<file path="src/rtl/tff_updown_counter.sv">
// tff_updown_counter: synchronous modulo-MODULUS up/down counter.
// Each bit is held in a toggle cell that flips when its toggle enable is set.
// All bits update on one clock edge.
// Provides a parallel load, direction control, a combinational cascade carry
// (tc) and a registered wrap pulse.
// Optional build macro TFF_CNT_SATURATE_EN: a count step past a terminal
// value holds the count instead of wrapping. wrap still pulses on that step.
module tff_updown_counter #(
  parameter int WIDTH   = 3,
  parameter int MODULUS = 8
) (
  input  logic             clk,
  input  logic             reset,
  input  logic             t_in,
  input  logic             up_dn,
  input  logic             load,
  input  logic [WIDTH-1:0] load_val,
  output logic [WIDTH-1:0] t_out,
  output logic             tc,
  output logic             wrap
);

  // Reject parameter values that the design does not support.
  generate
    if (WIDTH < 1 || WIDTH > 16) begin : g_bad_width
      $error("tff_updown_counter: WIDTH=%0d outside 1..16", WIDTH);
    end
    if (MODULUS < 2 || MODULUS > (1 << WIDTH)) begin : g_bad_modulus
      $error("tff_updown_counter: MODULUS=%0d outside 2..2**WIDTH", MODULUS);
    end
  endgenerate

  localparam logic [WIDTH-1:0] MAX_VAL = WIDTH'(MODULUS - 1);

  logic             at_max;
  logic             at_zero;
  logic             load_clamp;
  logic [WIDTH-1:0] load_eff;
  logic [WIDTH-1:0] chain_toggle;
  logic [WIDTH-1:0] toggle;

  // Terminal detection and the cascade carry. This is also the wrap condition.
  assign at_max  = (t_out == MAX_VAL);
  assign at_zero = (t_out == '0);
  assign tc      = t_in & ~load & (up_dn ? at_max : at_zero);

  // A loaded value that is out of range is clamped to the top of the count range.
  assign load_clamp = (32'(load_val) >= 32'(MODULUS));
  assign load_eff   = load_clamp ? MAX_VAL : load_val;

  // Binary toggle chain.
  // Counting up, bit i flips when all lower bits are 1.
  // Counting down, bit i flips when all lower bits are 0.
  always_comb begin
    logic [WIDTH-1:0] low_mask;
    // NOTE: every combinational output gets a default first so no path can
    // leave it unassigned and infer a latch.
    chain_toggle = '0;
    low_mask     = '0;
    for (int i = 0; i < WIDTH; i++) begin
      if (up_dn) chain_toggle[i] = ((t_out & low_mask) == low_mask);
      else       chain_toggle[i] = ((t_out & low_mask) == '0);
      low_mask[i] = 1'b1;
    end
  end

  // Choose the per-bit toggle enables.
  // Load has priority over a count step, and a count step over hold.
  // A terminal step either jumps to the opposite end of the range or, in the
  // saturating build, holds the count.
  always_comb begin
    toggle = '0;
    if (load) begin
      toggle = t_out ^ load_eff;
    end else if (tc) begin
`ifdef TFF_CNT_SATURATE_EN
      toggle = '0;
`else
      toggle = up_dn ? t_out : (t_out ^ MAX_VAL);
`endif
    end else if (t_in) begin
      toggle = chain_toggle;
    end
  end

  // Toggle cells and the wrap pulse register. Reset clears both at once.
  always_ff @(posedge clk or negedge reset) begin
    if (!reset) begin
      t_out <= '0;
      wrap  <= 1'b0;
    end else begin
      // NOTE: state registers use non-blocking assignment so every flop
      // samples pre-edge values regardless of statement order.
      t_out <= t_out ^ toggle;
      wrap  <= tc;
    end
  end

endmodule

</file>
<file path="config.mk">
export PLATFORM = sky130hd
export DESIGN_NAME = tff_updown_counter
export DESIGN_NICKNAME = d
export VERILOG_FILES = /design/src/rtl/tff_updown_counter.sv
export SDC_FILE = /design/constraint.sdc
export NUM_CORES = 1
export LEC_CHECK = 0
export CAP_MARGIN = 15
export CORE_AREA = 3 3 40 42
export DETAILED_ROUTE_END_ITERATION = 6
export DIE_AREA = 0 0 43 45
export GPL_ROUTABILITY_DRIVEN = 1
export PLACE_DENSITY = 0.41
export SYNTH_ARGS = -nofsm -noshare
export SYNTH_HDL_FRONTEND = slang
export SYNTH_SLANG_ARGS = --single-unit
export TNS_END_PERCENT = 100
</file>
<file path="constraint.sdc">
create_clock -name clk -period 5.22 [get_ports clk]
set_clock_uncertainty 0.2 [all_clocks]
set_input_delay 1.044 -clock clk [delete_from_list [all_inputs] [get_ports clk]]
set_output_delay 1.044 -clock clk [all_outputs]
set_load 0.05 [all_outputs]
</file>
==> impl_metrics.ini <==
[floorplan]
die_w_um = 43
io_pins = 13
rows = 13
dieArea_sq_um = 1940
start_util_pct = 18.3
core_area_sq_um = 1280
die_h_um = 45

[timing]
period_share_pct = 85.9
finalMaxSlewViolations = 0
worst_pin_slew_ps = 502
whs_ps = 443
fin_crit_ps = 4490
clock.fmax_mhz = 223
rsz0062_at_grt = false
finalHoldViolCount = 0
slew_headroom_pct = 66.5
tns_ps = 0
setup_viol = 0

[grt]
grt_first_pass_wirelength_um = 931
grt_overflow_total = 0
antenna_found_initial = 0
grt_max_degree = 10
grt_pass1_vias = 222
track_usage_pct = 6.77

[placed_design]
port_buffers = 12
gp_congestion = 0.675
hpwl_um = 450
place_inst = 50

[clock_network]
clock_sinks = 4
htree_levels = 1
hold_buffers = 0
cts_buffers = 3
clk_path_buf_depth = 2
clk_pin_slew_ps = 30
cts_tree = built
post_cts_resized = 0
clock_latency_ps = 230
cts_setup_buffers = 0
root_buffer = clkbuf_4

[pwr]
pwr_density_cell_nw_per_um2 = 292
power_uw = 115
leakagePower_uw = 0.000159
ir_worst_vdd_v = 0.000109

[worst_setup_path]
crit_required_ps = 3980
worstSetupEndpoint = tc
cp-start-kind = input port
r2r-end = wrap
r2r-start = t_out[0]
endpoint_kind = output port
cp_max_fo = 5
startpoint = t_in
r2r_setup_slack_ps = 3620
worstRegToRegCells = 3
cp.arrival_ps = 3240
setup.worst_path.class = in2out

[route]
drtAntennaViolNets = 0
first_pass_iters = 1
viasPerCell = 4.28
drt_first_iter_violations = 0
drc = 0
wirelength_um = 558
vias = 227
wl_per_cell_um = 10.5

[layout]
antenna_cells = 0
final_cell_mix = clkdlybuf4s50_1 (12), dfrtp_1 (4), nand2_1 (3), clkbuf_4 (3)
drive_gt1_share_pct = 18.4
areaGrowthSynthToFinish_pct = 67.0
fin_cells = 53
layout_commonest_cell = clkdlybuf4s50_1
nFillCells = 133
fin_nets = 48

[logic_synthesis]
yosys.area.top_type_share_pct = 42.6
synth_cells = 24
syn-num-nets = 32
ys_seq_area_share_pct = 42.6
synth_area_leaders = dfrtp_1 (43%), xnor2_1 (7.4%), o211ai_2 (5.3%), nand2_1 (4.8%), nand3_1 (4.3%)
avgSynthCellArea_sq_um = 9.80
yosysTopAreaCell = dfrtp_1
synth_cell_type_count = 17
ys_seq_elements = 4
yosysWarnings = 0
synth_area_sq_um = 235

[run_status]
status = complete, no violations

[worst_hold_path]
hold_class = reg2reg

[run]
drv_cap = 0
metal layers:
metal / vias to the layer above / share of wire (%) / GRT usage [%] / wire length, um
met3: 2 / 9.7 / 1.59 / 54
met5: - / 0 / 0 / 0
li1: 115 / - / - / -
met4: 0 / 2.2 / 7.23 / 12
met2: 12 / 42 / 9.28 / 237
met1: 98 / 45 / 8.27 / 252
area by class of cell:
type	count	area [sq um]	share of cell area, %
tap	15	18.8	4.78
inverter	1	3.75	0.955
sequential	4	100	25.5
clock buffer	3	22.5	5.73
timing repair buffer	12	120	30.6
multi-input combinational	18	128	32.5
kinds of logic (layout without fill, tap and decap cells):
| group | count (synthesis) | after routing | share of synthesized area [%] |
|---|---|---|---|
| flip-flops | 4 | 4 | 42.6 |
| XOR/XNOR | 3 | 3 | 11.2 |
| buffers and inverters | 2 | 16 | 3.19 |
| AO/OA/AOI/OAI | 3 | 3 | 11.2 |
| AND/OR/NAND/NOR | 12 | 12 | 31.9 |
stage by stage:
| stage | area, sq um | setup slack (ps) | utilization, % |
|---|---|---|---|
| detailed placement | 370 | 717 | 28.8 |
| global placement | 370 | 718 | 28.8 |
| global route | 393 | 642 | 30.6 |
| finish | 393 | 735 | 30.6 |
| floorplan | 235 | 1610 | - |
| CTS | 393 | 717 | 30.6 |
how the worst min path moves through the flow:
stage	endpoint	cells past startpoint	slack, ps	from
3_3_place_gp	t_out[2]	2	430	t_out[2]
6_report	t_out[2]	2	440	t_out[2]
2_1_floorplan	t_out[0]	0	550	reset
4_1_cts	t_out[2]	2	450	t_out[2]
3_5_place_dp	t_out[2]	2	450	t_out[2]
5_1_grt	t_out[2]	2	500	t_out[2]
report_power, final:
part | switching (uW) | internal [uW] | total, uW
Sequential | 4.40 | 34.5 | 38.9
Clock | 11.0 | 25.6 | 36.5
Combinational | 22.1 | 17.2 | 39.3
cells in the mapped netlist:
cell,count
nand4b_1,1
nor3_2,1
or2_2,1
clkbuf_1,1
nor2_1,1
nand2_1,3
dfrtp_1,4
o211ai_2,1
or4b_1,1
nand4_1,1
xnor2_1,2
and2_4,1
nand3_1,2
a211o_1,1
xor2_1,1
inv_1,1
o21ai_0,1
state kept, by name (all words and copies together) (netlist names):
name   flops
t_out      3
wrap       1
worst max-delay path: stages:
cell and delay [ps]:
clkdlybuf4s50_1 560, or4b_1 480, and2_4 170, nor3_2 170, clkdlybuf4s50_1 830
Note: power is estimated with default switching activity, not from simulation.
